## config.mk

```make
export PLATFORM = sky130hd
export DESIGN_NAME = dyn_partition_counter
export DESIGN_NICKNAME = d
export VERILOG_FILES = /design/src/rtl/dyn_partition_pkg.sv /design/src/rtl/dyn_partition_phase.sv /design/src/rtl/dyn_partition_counter.sv
export SDC_FILE = /design/constraint.sdc
export NUM_CORES = 1
export LEC_CHECK = 0
export CAP_MARGIN = 20
export CELL_PAD_IN_SITES_DETAIL_PLACEMENT = 1
export CELL_PAD_IN_SITES_GLOBAL_PLACEMENT = 2
export CORE_MARGIN = 2
export CORE_UTILIZATION = 25
export DETAILED_ROUTE_END_ITERATION = 16
export PLACE_DENSITY = 0.72
export SLEW_MARGIN = 20
export SYNTH_ARGS = -nofsm -noshare
export SYNTH_HDL_FRONTEND = slang
export SYNTH_SLANG_ARGS = --single-unit
```

## constraint.sdc

```tcl
create_clock -name clk -period 6.43 [get_ports clk]
set_clock_uncertainty 0.1 [all_clocks]
set_input_delay 0.643 -clock clk [delete_from_list [all_inputs] [get_ports clk]]
set_output_delay 0.643 -clock clk [all_outputs]
set_load 0.02 [all_outputs]
```

## src/rtl/dyn_partition_pkg.sv

```systemverilog
// Shared helpers for the dynamic-partition counter: Johnson phase encoding and width helpers.
// Johnson codes are carried in a MAX_PART-wide vector so the helpers work for any partition count.
package dyn_partition_pkg;

  localparam int MAX_PART     = 32;
  localparam int DEF_NUM_PART = 2;
  localparam int DEF_WIDTH    = 3;
  localparam int PHASES       = 2 * DEF_NUM_PART;

  typedef logic [MAX_PART-1:0] jcode_t;

  function automatic int phases_of(input int n);
    return 2 * n;
  endfunction

  function automatic int idx_width(input int n);
    return (n > 1) ? $clog2(n) : 1;
  endfunction

  function automatic int nc_width(input int n);
    return $clog2(2 * n + 1);
  endfunction

  function automatic jcode_t low_mask(input int n);
    if (n >= MAX_PART) return '1;
    return (jcode_t'(1) << n) - jcode_t'(1);
  endfunction

  // Shift left, feeding the inverted top bit of an n-bit code into bit 0.
  function automatic jcode_t johnson_next(input jcode_t j, input int n);
    jcode_t     nxt;
    logic [4:0] top_idx;
    top_idx = 5'(n - 1);
    nxt     = (j << 1) & low_mask(n);
    nxt[0]  = ~j[top_idx];
    return nxt;
  endfunction

  // Steps from the all-zero code: filling phase counts ones, draining phase counts down from 2n.
  function automatic int johnson_to_index(input jcode_t j, input int n);
    int ones;
    ones = $countones(j);
    if (j[0] || (j == '0)) return ones;
    return 2 * n - ones;
  endfunction

  function automatic jcode_t johnson_of(input int k, input int n);
    if (k <= n) return low_mask(k);
    return low_mask(n) & ~low_mask(k - n);
  endfunction

endpackage

```

## src/rtl/dyn_partition_phase.sv

```systemverilog
// Johnson phase register with combinational decode of the active partition index.
// Optional DYN_PART_TRACE_EN adds a legality check on the phase code.
module dyn_partition_phase
  import dyn_partition_pkg::*;
#(
  parameter int NUM_PART = DEF_NUM_PART
) (
  input  logic                        clk,
  input  logic                        rst,
  input  logic                        adv,
  output logic [NUM_PART-1:0]         johnson,
  output logic [$clog2(NUM_PART)-1:0] active_idx
);

  localparam int IDX_W = $clog2(NUM_PART);

  logic [NUM_PART-1:0] johnson_q;
  int                  phase_k;

  always_ff @(posedge clk) begin
    if (rst) begin
      johnson_q <= '0;
    end else if (adv) begin
      johnson_q <= NUM_PART'(johnson_next(jcode_t'(johnson_q), NUM_PART));
    end
  end

  always_comb begin
    phase_k    = johnson_to_index(jcode_t'(johnson_q), NUM_PART);
    active_idx = IDX_W'(phase_k % NUM_PART);
  end

  assign johnson = johnson_q;

`ifdef DYN_PART_TRACE_EN
  always_ff @(posedge clk) begin
    if (!rst) begin
      assert ((int'(active_idx) < NUM_PART) &&
              (NUM_PART'(johnson_of(phase_k, NUM_PART)) == johnson_q))
        else $error("dyn_partition_phase: illegal phase code %b", johnson_q);
    end
  end
`endif

endmodule

```

## src/rtl/dyn_partition_counter.sv

```systemverilog
// NUM_PART counters advanced one at a time in Johnson phase order, with wrap/saturate and fixpoint detect.
// Optional DYN_PART_TRACE_EN adds a 32-bit accepted-step counter output step_cnt.
module dyn_partition_counter
  import dyn_partition_pkg::*;
#(
  parameter int NUM_PART = DEF_NUM_PART,
  parameter int WIDTH    = DEF_WIDTH
) (
  input  logic                        clk,
  input  logic                        rst,
  input  logic                        step_valid,
  output logic                        step_ready,
  input  logic                        mode_sat,
  output logic [NUM_PART*WIDTH-1:0]   cnt_flat,
  output logic [NUM_PART-1:0]         johnson,
  output logic [$clog2(NUM_PART)-1:0] active_idx,
  output logic [NUM_PART-1:0]         wrap_pulse,
  output logic                        fixpoint
`ifdef DYN_PART_TRACE_EN
  ,
  output logic [31:0]                 step_cnt
`endif
);

  localparam int NC_W = nc_width(NUM_PART);
  localparam int PH   = phases_of(NUM_PART);

  // Handshake: a step is taken on any rising edge where step_valid && step_ready and rst is low;
  // step_ready drops permanently once the fixpoint is reached and only rst restores it.
  logic                acc;
  logic [WIDTH-1:0]    cnt_q [NUM_PART];
  logic [WIDTH-1:0]    cur;
  logic                all_ones;
  logic                cnt_changes;
  logic                wrap_hit;
  logic [NC_W-1:0]     nc_q;
  logic                fix_q;
  logic [NUM_PART-1:0] wrap_q;

  assign step_ready = ~fix_q;
  assign acc        = step_valid & step_ready;

  dyn_partition_phase #(.NUM_PART(NUM_PART)) u_phase (
    .clk        (clk),
    .rst        (rst),
    .adv        (acc),
    .johnson    (johnson),
    .active_idx (active_idx)
  );

  always_comb begin
    cur         = cnt_q[active_idx];
    all_ones    = &cur;
    cnt_changes = ~(mode_sat & all_ones);
    wrap_hit    = ~mode_sat & all_ones;
  end

  always_ff @(posedge clk) begin
    if (rst) begin
      for (int p = 0; p < NUM_PART; p++) cnt_q[p] <= '0;
      nc_q   <= '0;
      fix_q  <= 1'b0;
      wrap_q <= '0;
    end else begin
      wrap_q <= '0;
      if (acc) begin
        if (cnt_changes) begin
          cnt_q[active_idx] <= cur + WIDTH'(1);
          nc_q              <= '0;
        end else begin
          nc_q <= nc_q + NC_W'(1);
          // A full phase period without any counter moving means no partition can move again.
          if ((nc_q + NC_W'(1)) == NC_W'(PH)) fix_q <= 1'b1;
        end
        if (wrap_hit) wrap_q[active_idx] <= 1'b1;
      end
    end
  end

  for (genvar p = 0; p < NUM_PART; p++) begin : g_flat
    assign cnt_flat[p*WIDTH +: WIDTH] = cnt_q[p];
  end

  assign wrap_pulse = wrap_q;
  assign fixpoint   = fix_q;

`ifdef DYN_PART_TRACE_EN
  logic [31:0] step_cnt_q;

  always_ff @(posedge clk) begin
    if (rst)      step_cnt_q <= '0;
    else if (acc) step_cnt_q <= step_cnt_q + 32'd1;
  end

  assign step_cnt = step_cnt_q;
`endif

endmodule

```

Word level (Yosys, flattened, before mapping)
Memory sizes are Yosys's and may differ from the RTL's. Index checks and enable logic that the tools add are counted.

Add/sub/neg operators: 4. Order comparisons: 2. Equality and inequality tests: 1. Multiplexer cells: 15. Bitwise gates (word level): 8. Reductions and logical operators: 7.

Operators with widths (count): 2-to-1 mux 1 bit (12); adder 3 x 1 -> 3 bit, second input constant (2); 2-to-1 mux 3 bit (2); AND reduction 3 bit (2); OR reduction 3 bit (2); inverter 1 bit (5); AND 1 bit (3); equality test 3 bit, second input constant (1); logical NOT 2 bit (1); less-than comparator 1 x 2 -> 1 bit, second input constant (1); adder 1 bit (1); demux 1 bit (select 1 bit) (1); greater-or-equal comparator 1 bit, second input constant (1); logical AND 1 bit (1); logical OR 1 bit (1); subtractor 1 bit, first input constant (1).

Register bits: 8. Memory bits (writable): 6. Bits of input ports: 4. Logic and storage cells: 42. Memories: 1.

Memories: cnt_q (depth 2, bits a word 3, rd ports 3, clocked after memory_dff 0, write ports 2, line dyn_partition_counter.sv:31) `logic [WIDTH-1:0] cnt_q [NUM_PART];`.

Longest topological paths before layout
An unclocked memory read counts as a cell.

Word-level depth: 13. Depth in mapped cells: 7. Mapped depth without buffers: 7.

Hierarchy
From an unflattened synthesis, not the netlist that was laid out.

Cell total of the unflattened synthesis: 58. Area, all modules: 755.7 µm².

Modules (own cells, without submodules): dyn_partition_counter (instances 1, cells each 51, area an instance 681.9 µm², sequential area each 300.3 µm²); dyn_partition_phase (instances 1, cells each 7, area an instance 73.8 µm², sequential area each 40.0 µm²).

Least setup slack after synthesis
Ideal clock, no wire load.

Kind: register to register. Start point: register u_phase.johnson_q[0] (netlist: u_phase.johnson[0]). End point: memory cnt_q[0][0] (netlist name), enable pin. Data arrival time: 2.135 ns. Required time: 6.026 ns. Setup slack: 3.891 ns. Stages on the path, launching flop included: 8. Buffers on the path: 0. Clock period less this slack: 2.539 ns. Cells stage by stage: dfxtp_1 > xor2_2 > mux2_2 > ha_1 > ha_1 > nand2_1 > nand3b_1 > nand2b_1.

RTL lines: start: declaration (line dyn_partition_phase.sv:17) `logic [NUM_PART-1:0] johnson_q;`; start signal: assignment (line dyn_partition_phase.sv:24) `johnson_q <= NUM_PART'(johnson_next(jcode_t'(johnson_q), NUM_PART));`; end: declaration (line dyn_partition_counter.sv:31).

==> impl_metrics.xml <==
<?xml version="1.0" encoding="UTF-8"?>
<metrics>
  <group name="placement">
    <metric name="pre_cts_ws" unit="ns">3.92</metric>
    <metric name="numPlacedInstances" unit="">105</metric>
    <metric name="globalplace.congestion" unit="">0.688</metric>
    <metric name="dpl.hpwl" unit="µm">1050</metric>
    <metric name="port_buffers" unit="">16</metric>
  </group>
  <group name="setup_path">
    <metric name="cp_slowest_cell" unit="">sky130_fd_sc_hd__dfxtp_1</metric>
    <metric name="largest_fanout_on_the_critical_path" unit="">8</metric>
    <metric name="cp-start-kind" unit="">register</metric>
    <metric name="crit_path_cell_trace" unit="">xor2_2 -&gt; mux2_2 -&gt; ha_1 -&gt; ha_1 -&gt; nand2_1 -&gt; nand3b_1 -&gt; nand2b_1</metric>
    <metric name="worst_setup_path_startpoint" unit="">u_phase.johnson[0]</metric>
    <metric name="setup.worst_path.end_class" unit="">register</metric>
    <metric name="setup.reg_to_reg.worst_slack" unit="ns">3.95</metric>
    <metric name="r2r-start" unit="">u_phase.johnson[0]</metric>
    <metric name="cpMostUsedCell" unit="">sky130_fd_sc_hd__ha_1</metric>
    <metric name="timing.critical_path.required" unit="ns">6.33</metric>
    <metric name="timing.setup.critical_path_class" unit="">reg -&gt; reg</metric>
    <metric name="worstSetupPathDepth" unit="">7</metric>
    <metric name="cp-endpoint" unit="">cnt_q[0][1]</metric>
    <metric name="r2r_end" unit="">cnt_q[0][1]</metric>
    <metric name="cpLargestDelayFamily" unit="">simple AND/OR/NAND/NOR gates</metric>
    <metric name="arrival" unit="ns">2.38</metric>
    <metric name="crit_buf_inv" unit="">0</metric>
    <metric name="max_stage_delay" unit="ns">0.43</metric>
    <metric name="cells_on_worst_reg2reg_path" unit="">7</metric>
  </group>
  <group name="logic_synthesis">
    <metric name="synth_top_area_share" unit="%">28.2</metric>
    <metric name="synth_seq_area_share" unit="%">53.2</metric>
    <metric name="postSynth.asyncResetShare" unit="%">0</metric>
    <metric name="syn-instance-count" unit="">61</metric>
    <metric name="yosys-top-cells-count" unit="">sky130_fd_sc_hd__dfxtp_1 (8), sky130_fd_sc_hd__nor2_1 (7), sky130_fd_sc_hd__edfxtp_1 (6), sky130_fd_sc_hd__nand2_1 (6)</metric>
    <metric name="netlist_top_cells_area" unit="">sky130_fd_sc_hd__edfxtp_1 (28%), sky130_fd_sc_hd__dfxtp_1 (25%), sky130_fd_sc_hd__ha_1 (7.8%)</metric>
    <metric name="synth-warning-count" unit="">0</metric>
    <metric name="synth.area.mux_share" unit="%">5.28</metric>
    <metric name="synth_flop_cell" unit="">sky130_fd_sc_hd__dfxtp_1</metric>
    <metric name="synth_largest_area_cell" unit="">sky130_fd_sc_hd__edfxtp_1</metric>
    <metric name="ys_ff_latch" unit="">14</metric>
    <metric name="cell_variety_after_synth" unit="">20</metric>
    <metric name="synth_enable_flop_cells" unit="">6</metric>
    <metric name="synth_top_family_by_area" unit="">simple AND/OR/NAND/NOR gates</metric>
    <metric name="synth_area_in_compound_gates" unit="%">5.09</metric>
    <metric name="avgSynthCellArea" unit="µm²">10.5</metric>
    <metric name="cell_with_the_most_instances_after_synthesis" unit="">sky130_fd_sc_hd__dfxtp_1</metric>
    <metric name="post_synth_and_or_nand_nor_area_fraction" unit="%">23.5</metric>
    <metric name="synth_xor_area_share" unit="%">2.54</metric>
    <metric name="synth_adder_area_share" unit="%">7.83</metric>
    <metric name="synthesis.area" unit="µm²">639</metric>
    <metric name="postSynthNetCount" unit="">69</metric>
  </group>
  <group name="drt">
    <metric name="drc_errors" unit="">0</metric>
    <metric name="postRouteWirelength" unit="µm">1390</metric>
    <metric name="wl_per_cell" unit="µm">12.7</metric>
    <metric name="antenna_violating_nets_post_route" unit="">0</metric>
    <metric name="drt_pass1_iterations" unit="">4</metric>
    <metric name="drt_iter0_markers" unit="">2</metric>
    <metric name="vias_per_cell" unit="">4.55</metric>
    <metric name="via_count" unit="">496</metric>
  </group>
  <group name="clocking">
    <metric name="post_cts_resized" unit="">0</metric>
    <metric name="root_buffer" unit="">sky130_fd_sc_hd__clkbuf_4</metric>
    <metric name="cts.sink_count" unit="">14</metric>
    <metric name="tritoncts.num_buffers" unit="">3</metric>
    <metric name="worst_setup_hold_path_clk_slew" unit="ns">0.09</metric>
    <metric name="clock_insertion_delay_worst_skew" unit="ns">0.29</metric>
    <metric name="cts_htree_levels" unit="">1</metric>
    <metric name="post-cts-setup-buffers" unit="">0</metric>
    <metric name="clock_tree_buffer_depth" unit="">2</metric>
    <metric name="cts-hold-fix-buffers" unit="">0</metric>
    <metric name="tritoncts_clock_tree" unit="">yes</metric>
  </group>
  <group name="layout">
    <metric name="drive_above_1_share" unit="%">10.1</metric>
    <metric name="final-instance-count-excl-fill" unit="">109</metric>
    <metric name="finalNetCount" unit="">88</metric>
    <metric name="final.fill_count" unit="">285</metric>
    <metric name="seq_area" unit="µm²">340</metric>
    <metric name="insertedDiodeCount" unit="">0</metric>
    <metric name="multiInputGateArea" unit="µm²">283</metric>
    <metric name="syn2layout_area_growth" unit="%">33.7</metric>
  </group>
  <group name="sta">
    <metric name="post-route-min-period" unit="ns">2.48</metric>
    <metric name="fmaxAchievable" unit="MHz">404</metric>
    <metric name="grt_setup_unrepaired" unit="">no</metric>
    <metric name="finalWorstSetupSlack" unit="ns">3.95</metric>
    <metric name="max_slew_margin" unit="%">64.6</metric>
    <metric name="setup-violations-final" unit="">0</metric>
    <metric name="setup-tns-final" unit="ns">0</metric>
    <metric name="final-hold-violation-count" unit="">0</metric>
    <metric name="min_period_over_period" unit="%">38.5</metric>
    <metric name="worstMarginPinSlew" unit="ns">0.530</metric>
    <metric name="final_max_slew_viol_count" unit="">0</metric>
  </group>
  <group name="global_route">
    <metric name="grt_max_degree" unit="">14</metric>
    <metric name="grt_pass1_wl" unit="µm">2260</metric>
    <metric name="grt_pass1_vias" unit="">494</metric>
    <metric name="antenna_found_initial" unit="">0</metric>
    <metric name="grt-ovfl-total" unit="">0</metric>
    <metric name="global_routing_usage_summed_across_all_routing_layers" unit="%">11.6</metric>
  </group>
  <group name="floorplan">
    <metric name="ioPinCount" unit="">17</metric>
    <metric name="die_w" unit="µm">54.6</metric>
    <metric name="floorplan.core_area" unit="µm²">2450</metric>
    <metric name="fp.dieArea" unit="µm²">2980</metric>
    <metric name="die_height" unit="µm">54.6</metric>
    <metric name="initial_utilization" unit="%">26.0</metric>
    <metric name="core.rowCount" unit="">18</metric>
  </group>
  <group name="status">
    <metric name="result_of_the_run" unit="">complete, no violations</metric>
  </group>
  <group name="power">
    <metric name="pwr_density_cell" unit="nW/µm²">226</metric>
    <metric name="switchingPower" unit="µW">54.5</metric>
    <metric name="power.switching_fraction" unit="%">28.2</metric>
    <metric name="maximum_resistive_drop_on_vdd" unit="V">0.000127</metric>
    <metric name="p_comb_share" unit="%">19.8</metric>
    <metric name="clock_power_share" unit="%">27.4</metric>
    <metric name="intPower" unit="µW">139</metric>
    <metric name="leakagePower" unit="µW">0.000312</metric>
    <metric name="share_seq_of_total_power" unit="%">52.8</metric>
  </group>
  <group name="hold_path">
    <metric name="timing.hold.worst.class" unit="">reg -&gt; reg</metric>
  </group>
  <group name="flow_run">
    <metric name="maxCapViolCount" unit="">0</metric>
  </group>
</metrics>
==> worst min-delay path by stage <==
stage                     startpoint  endpoint  slack (ns)  cells past startpoint
after floorplan              nc_q[2]   nc_q[2]        0.33                      2
after global placement       nc_q[2]   nc_q[2]        0.34                      2
after detailed placement     nc_q[1]   nc_q[1]        0.35                      2
after CTS                    nc_q[1]   nc_q[1]        0.36                      2
after global routing         nc_q[1]   nc_q[1]        0.42                      2
final                        nc_q[1]   nc_q[1]        0.36                      2
==> flip-flops by register name (all words and copies together), names as in the netlist <==
register,flops
fixpoint,1
nc_q,3
wrap_pulse,2
cnt_q,6
u_phase.johnson,2
==> cell usage in the layout, fill, tap and decap left out, drive strengths merged <==
cell type,count
nand2,6
nand2b,5
a211oi,1
nor3,2
ha,4
edfxtp,6
xor2,1
clkinv,1
dfxtp,8
clkdlybuf4s50,16
a21oi,5
nand3b,1
nand4,2
nor2b,2
nor2,7
nand3,2
or3,2
mux2,3
inv,2
clkbuf,3
==> per-stage QoR <==
stage	hold WS, ns	util, %	power [µW]	area, µm²
detailed placement	0.351	33.7	142	828
finish	0.363	34.8	193	855
floorplan	0.332	-	126	639
CTS	0.364	34.8	197	855
global placement	0.340	33.7	143	828
global route	0.416	34.8	205	855
==> routing by layer <==
layer / vias up / part of all wire [%] / global-route usage, %
li1: 247 / - / -
met5: - / 0 / 0
met2: 16 / 44 / 16.9
met4: 0 / 1.4 / 5.00
met1: 231 / 48 / 14.3
met3: 2 / 6.1 / 6.01
==> cell type report <==
| cell class | count | share of cell area [%] |
|---|---|---|
| Sequential cell | 14 | 39.8 |
| Timing Repair Buffer | 16 | 18.7 |
| Inverter | 2 | 0.878 |
| Clock inverter | 1 | 0.439 |
| Tap cell | 30 | 4.39 |
| Multi-Input combinational cell | 43 | 33.1 |
| Clock buffer | 3 | 2.64 |
==> worst register-to-register path, cell delays in order (launching register included) <==
cell and delay, ns:
sky130_fd_sc_hd__dfxtp_1 0.43, sky130_fd_sc_hd__xor2_2 0.33, sky130_fd_sc_hd__mux2_2 0.39, sky130_fd_sc_hd__ha_1 0.20, sky130_fd_sc_hd__ha_1 0.23, sky130_fd_sc_hd__nand2_1 0.15, sky130_fd_sc_hd__nand3b_1 0.17, sky130_fd_sc_hd__nand2b_1 0.20
==> cells by family after synthesis <==
family / Yosys count
AO/OA/AOI/OAI: 6
XOR/XNOR: 1
adder cells (fa/ha/maj): 4
buffers and inverters: 4
flip-flops: 14
multiplexers: 3
AND/OR/NAND/NOR: 29
==> power groups by stage <==
| stage | clock [µW] | sequential [µW] | combinational [µW] |
|---|---|---|---|
| 2_1_floorplan | 0 | 109 | 16.8 |
| 3_5_place_dp | 0 | 104 | 38.5 |
| 6_report | 52.8 | 102 | 38.2 |
| 3_3_place_gp | 0 | 104 | 38.5 |
| 4_1_cts | 55.5 | 102 | 39.0 |
| 5_1_grt | 59.8 | 103 | 42.0 |
(Power assumes the default switching activity.)
